<file path="config.mk">
export PLATFORM = sky130hd
export DESIGN_NAME = axi_stream_sink_fifo
export DESIGN_NICKNAME = d
export VERILOG_FILES = /design/src/rtl/axi_stream_sink_fifo.sv
export SDC_FILE = /design/constraint.sdc
export NUM_CORES = 1
export LEC_CHECK = 0
export ABC_AREA = 1
export CAP_MARGIN = 5
export CORE_MARGIN = 10
export CORE_UTILIZATION = 35
export CTS_BUF_LIST = sky130_fd_sc_hd__clkbuf_16
export DETAILED_ROUTE_END_ITERATION = 10
export SKIP_CTS_REPAIR_TIMING = 1
export SYNTH_ARGS = -nofsm -noshare
export SYNTH_HDL_FRONTEND = slang
export SYNTH_SLANG_ARGS = --single-unit
</file>
<file path="constraint.sdc">
create_clock -name aclk -period 3.36 [get_ports aclk]
set_input_delay 0.84 -clock aclk [delete_from_list [all_inputs] [get_ports aclk]]
set_output_delay 0.84 -clock aclk [all_outputs]
set_load 0.01 [all_outputs]
</file>
<file path="src/rtl/axi_stream_sink_fifo.sv">
// AXI-Stream receive FIFO: registered tready, beats popped on a valid/ready port one edge after storage.
// Backpressure: tready drops once the edge's next level reaches DEPTH; optional checker (AXI_STREAM_SINK_PROTOCOL_CHECK_EN).
module axi_stream_sink_fifo #(
    parameter int TDATA_WIDTH = 32,
    parameter int TUSER_WIDTH = 1,
    parameter int DEPTH       = 8,
    parameter int DROP_NULL   = 1
) (
    input  logic                         aclk,
    input  logic                         aresetn,
    input  logic                         tvalid,
    output logic                         tready,
    input  logic [TDATA_WIDTH-1:0]       tdata,
    input  logic [TDATA_WIDTH/8-1:0]     tkeep,
    input  logic                         tlast,
    input  logic [TUSER_WIDTH-1:0]       tuser,
    output logic                         rd_valid,
    input  logic                         rd_ready,
    output logic [TDATA_WIDTH-1:0]       rd_data,
    output logic [TDATA_WIDTH/8-1:0]     rd_keep,
    output logic                         rd_last,
    output logic [TUSER_WIDTH-1:0]       rd_user,
    output logic [$clog2(DEPTH+1)-1:0]   level,
    output logic [$clog2(DEPTH+1)-1:0]   pkt_count,
    output logic                         err_stall,
    output logic                         err_drop,
    input  logic                         err_clr
);
    localparam int KW = TDATA_WIDTH / 8;
    localparam int LW = $clog2(DEPTH + 1);
    localparam int PW = $clog2(DEPTH);

    if (TDATA_WIDTH % 8 != 0) begin : g_bad_width
        $fatal(1, "TDATA_WIDTH must be a multiple of 8");
    end
    if (DEPTH < 2 || (DEPTH & (DEPTH - 1)) != 0) begin : g_bad_depth
        $fatal(1, "DEPTH must be a power of two, at least 2");
    end
    if (TUSER_WIDTH < 1) begin : g_bad_user
        $fatal(1, "TUSER_WIDTH must be at least 1");
    end

    typedef struct packed {
        logic [TDATA_WIDTH-1:0] data;
        logic [KW-1:0]          keep;
        logic                   last;
        logic [TUSER_WIDTH-1:0] user;
    } beat_t;

    beat_t          mem_q [DEPTH];
    beat_t          in_beat;
    beat_t          head;
    logic [PW-1:0]  wr_ptr_q, rd_ptr_q;
    logic [LW-1:0]  level_q, level_d;
    logic [LW-1:0]  pkt_q, pkt_d;
    logic           tready_q, tready_d;
    logic           accept, is_null, store, pop, push_last, pop_last;

    assign in_beat   = '{data: tdata, keep: tkeep, last: tlast, user: tuser};
    assign head      = mem_q[rd_ptr_q];
    assign accept    = tvalid & tready_q;
    assign is_null   = (tkeep == '0) & ~tlast;
    // Null beats are still handshaken so the transmitter never stalls on them.
    assign store     = accept & ~((DROP_NULL != 0) & is_null);
    assign rd_valid  = (level_q != '0);
    assign pop       = rd_valid & rd_ready;
    assign push_last = store & tlast;
    assign pop_last  = pop & head.last;

    always_comb begin
        level_d = level_q;
        if (store && !pop)
            level_d = level_q + LW'(1);
        else if (pop && !store)
            level_d = level_q - LW'(1);
        pkt_d = pkt_q;
        if (push_last && !pop_last)
            pkt_d = pkt_q + LW'(1);
        else if (pop_last && !push_last)
            pkt_d = pkt_q - LW'(1);
        tready_d = (level_d < LW'(DEPTH));
    end

    always_ff @(posedge aclk or negedge aresetn) begin
        if (!aresetn) begin
            wr_ptr_q <= '0;
            rd_ptr_q <= '0;
            level_q  <= '0;
            pkt_q    <= '0;
            tready_q <= 1'b0;
        end else begin
            level_q  <= level_d;
            pkt_q    <= pkt_d;
            tready_q <= tready_d;
            if (store)
                wr_ptr_q <= wr_ptr_q + PW'(1);
            if (pop)
                rd_ptr_q <= rd_ptr_q + PW'(1);
        end
    end

    always_ff @(posedge aclk) begin
        if (store)
            mem_q[wr_ptr_q] <= in_beat;
    end

    assign tready    = tready_q;
    assign level     = level_q;
    assign pkt_count = pkt_q;
    assign rd_data   = head.data;
    assign rd_keep   = head.keep;
    assign rd_last   = head.last;
    assign rd_user   = head.user;

`ifdef AXI_STREAM_SINK_PROTOCOL_CHECK_EN
    logic  stall_q;
    beat_t prev_q;
    logic  err_stall_q, err_drop_q;
    logic  set_stall, set_drop;

    // stall_q marks a cycle whose beat the transmitter was obliged to hold.
    assign set_stall = stall_q & tvalid & (in_beat != prev_q);
    assign set_drop  = stall_q & ~tvalid;

    always_ff @(posedge aclk or negedge aresetn) begin
        if (!aresetn) begin
            stall_q     <= 1'b0;
            prev_q      <= '0;
            err_stall_q <= 1'b0;
            err_drop_q  <= 1'b0;
        end else begin
            stall_q     <= tvalid & ~tready_q;
            prev_q      <= in_beat;
            err_stall_q <= set_stall | (err_stall_q & ~err_clr);
            err_drop_q  <= set_drop  | (err_drop_q  & ~err_clr);
        end
    end

    assign err_stall = err_stall_q;
    assign err_drop  = err_drop_q;
`else
    logic unused_err_clr;
    assign unused_err_clr = err_clr;
    assign err_stall      = 1'b0;
    assign err_drop       = 1'b0;
`endif

endmodule

</file>
==> results.json <==
{
  "viasPerCell": 4.80,
  "root_buffer": "clkbuf_16",
  "busiest_layer": "met2",
  "p_comb_frac": 0.405,
  "cts_sinks": 319,
  "power_per_cell_area_nw_per_um2": 910,
  "die_w_um": 213,
  "yosysTopAreaCellShare": 0.699,
  "slew-limit-headroom": 0.461,
  "grt_max_degree": 70,
  "gp_congestion": 0.737,
  "power_frac_seq": 0.345,
  "drt_wl_total_mm": 31.8,
  "status": "complete, no violations",
  "crit_fanout": 17,
  "area.growth.synth_to_final_pct": 23.5,
  "finalSetupViolCount": 0,
  "irDropWorstVdd_mv": 0.478,
  "fin_crit_ps": 3270,
  "first_global_vias": 8210,
  "finClkSkew_ps": 25.2,
  "clk_pin_slew_worst_paths_ps": 60,
  "grt_first_pass_wirelength_mm": 47.3,
  "cts_max_level": 2,
  "switching_share": 0.355,
  "ys_top_cells_by_area": "edfxtp_1, nor2_1, nand2_1",
  "synth_seq_cells": 319,
  "tightest_slew_ps": 806,
  "die-area_um2": 45500,
  "drt_iter0_drc": 497,
  "core_area_um2": 36700,
  "max_cap_viol_count": 0,
  "slowest_stage": "dfrtp_4",
  "insertion_delay_ps": 520,
  "antenna_found_initial": 2,
  "port_buffers": 89,
  "fp.dieH_um": 213,
  "ys_top_cells_by_count": "nor2_1, edfxtp_1, nand2_1",
  "vias": 8408,
  "ios": 93,
  "cp-start-kind": "register",
  "cpPeakStageDelay_ps": 570,
  "cts_tree": "built",
  "setup_ws_ps": 91.5,
  "grt.met2_usage": 0.223,
  "drive_gt1_frac": 0.0835,
  "ant_nets": 0,
  "fill_cells": 3298,
  "drt_pre_antenna_iters": 5,
  "worstPathCellList": "buf_12 > clkbuf_16 > nor2_1 > nor2_1 > o21ai_0 > nand2_1 > nand2_1 > nand2_1 > clkdlybuf4s50_1",
  "critPathArrivalTime_ps": 2430,
  "grt_util_met3": 0.0321,
  "cts_made_buffers": 35,
  "gr-total-overflow": 0,
  "synth_cells": 1143,
  "avgSynthCellArea_um2": 11.4,
  "rows": 70,
  "grt_setup_unrepaired": "true",
  "initial_core_util": 0.356,
  "syn_area_um2": 13100,
  "critPathRequiredTime_ps": 2520,
  "p_leak_nw": 6.10,
  "period_share": 0.973,
  "pre_cts_slack_ps": 312,
  "grt.total_usage": 0.135,
  "async_reset_ff_frac": 0.0470,
  "synthDistinctLibCells": 25,
  "worst_setup_path_end_kind": "output pin",
  "synth_edf_count": 304,
  "worstHoldPathType": "register to register",
  "criticalPathCategory": "register to output pin",
  "ys_seq_area_frac": 0.727,
  "utilization": 0.440,
  "fmaxAchievable_ghz": 0.306,
  "internal_power_mw": 9.46,
  "clk_path_buf_depth": 3,
  "grtUsageMet1": 0.173,
  "synth_top_area_cell": "edfxtp_1",
  "nets": 1310,
  "drc": 0,
  "avgRoutedWirePerCell_um": 18.1,
  "synthFlopType": "edfxtp_1",
  "p_switching_mw": 5.22,
  "hpwlAfterDp_mm": 16.9,
  "crit_path_frequent_cell": "nand2_1",
  "total_power_mw": 14.7,
  "drv_slew": 0,
  "clockPowerShare": 0.250,
  "synth_warnings": 0,
  "finalHoldViolations": 0,
  "synth_most_common_cell": "nor2_1"
}
worst max-delay path, delay by kind of cell, from the launching register on:
kind / cells / cell delay [ps]
AO/OA/AOI/OAI: 1 / 90
buffers and inverters: 3 / 880
flip-flops: 1 / 570
AND/OR/NAND/NOR: 5 / 360
final timing paths:
kind,slack (ps),cells after the start,endpoint,start
min in group asynchronous,780,1,level[1]$_DFFE_PN0P_,aresetn
max in group asynchronous,1980,1,rd_ptr_q[0]$_DFFE_PN0P_,aresetn
max reg2reg,810,17,pkt_count[3]$_DFFE_PN0P_,rd_ptr_q[0]$_DFFE_PN0P_
min,510,2,wr_ptr_q[0]$_DFFE_PN0P_,wr_ptr_q[0]$_DFFE_PN0P_
max,90,9,rd_keep[2],rd_ptr_q[0]$_DFFE_PN0P_
min reg2reg,510,2,wr_ptr_q[0]$_DFFE_PN0P_,wr_ptr_q[0]$_DFFE_PN0P_
per-stage QoR:
step | hold slack (ps) | setup TNS, ps | std cells | instance area [µm²]
3_5_place_dp | 508 | 0 | 1675 | 14700
2_1_floorplan | 478 | -128070 | 1144 | 13100
6_report | 513 | 0 | 1752 | 16100
5_1_grt | 574 | -43.9 | 1751 | 16100
3_3_place_gp | 498 | 0 | 1675 | 14700
4_1_cts | 520 | -1420 | 1737 | 15800
state kept, by name, indices dropped and copies added (netlist names):
| signal | flops |
|---|---|
| pkt_count | 4 |
| tready | 1 |
| rd_ptr_q | 3 |
| mem_q | 304 |
| level | 4 |
| wr_ptr_q | 3 |
layout by cell type, fill, tap and decap left out, types with 5 or more instances in the layout:
cell type,n
clkinv_2,5
edfxtp_1,304
buf_4,20
clkdlybuf4s50_1,75
dlymetal6s2s_1,14
ha_1,9
o21ai_1,52
buf_12,14
clkbuf_16,40
dfrtp_1,12
inv_1,33
nand3_1,13
o21ai_0,104
nor2_1,306
nand2_1,233
clkinv_1,5
routing by layer:
metal / up-vias / share of wire
met5: - / 0.00038
met4: 2 / 0.018
met3: 45 / 0.056
met2: 183 / 0.48
met1: 4063 / 0.45
li1: 4115 / -
layout make-up:
cell class,instances,area (µm²),share of cell area
diodes,2,5.00,0.000310
inverters,25,108,0.00667
repair buffers,135,1620,0.101
clock buffers,36,901,0.0558
clock inverters,26,204,0.0126
repair inverters,1,8.76,0.000543
flip-flops and latches,319,9510,0.590
multi-input cells,740,3190,0.197
well taps,468,586,0.0363
power by group through the flow:
stage,Combinational [mW],Clock (mW),Sequential (mW)
2_1_floorplan,3.31,0,5.11
3_3_place_gp,5.58,0,5.14
3_5_place_dp,5.63,0,5.14
4_1_cts,5.66,3.77,5.07
5_1_grt,6.67,3.91,5.11
6_report,5.95,3.67,5.06
cells by family (layout without fill, tap and decap cells):
logic type / after synthesis / in the layout / share of synthesized area
other: 1 / 4 / 0.000287
DFF: 319 / 319 / 0.727
buffers and inverters: 85 / 223 / 0.0330
xor gates and xnor gates: 6 / 6 / 0.00402
and+or+nand+nor: 564 / 564 / 0.164
AOI/OAI and AO/OA: 158 / 158 / 0.0609
adders and majority gates: 10 / 10 / 0.0101
No activity file was read; power rests on OpenSTA's default activity.
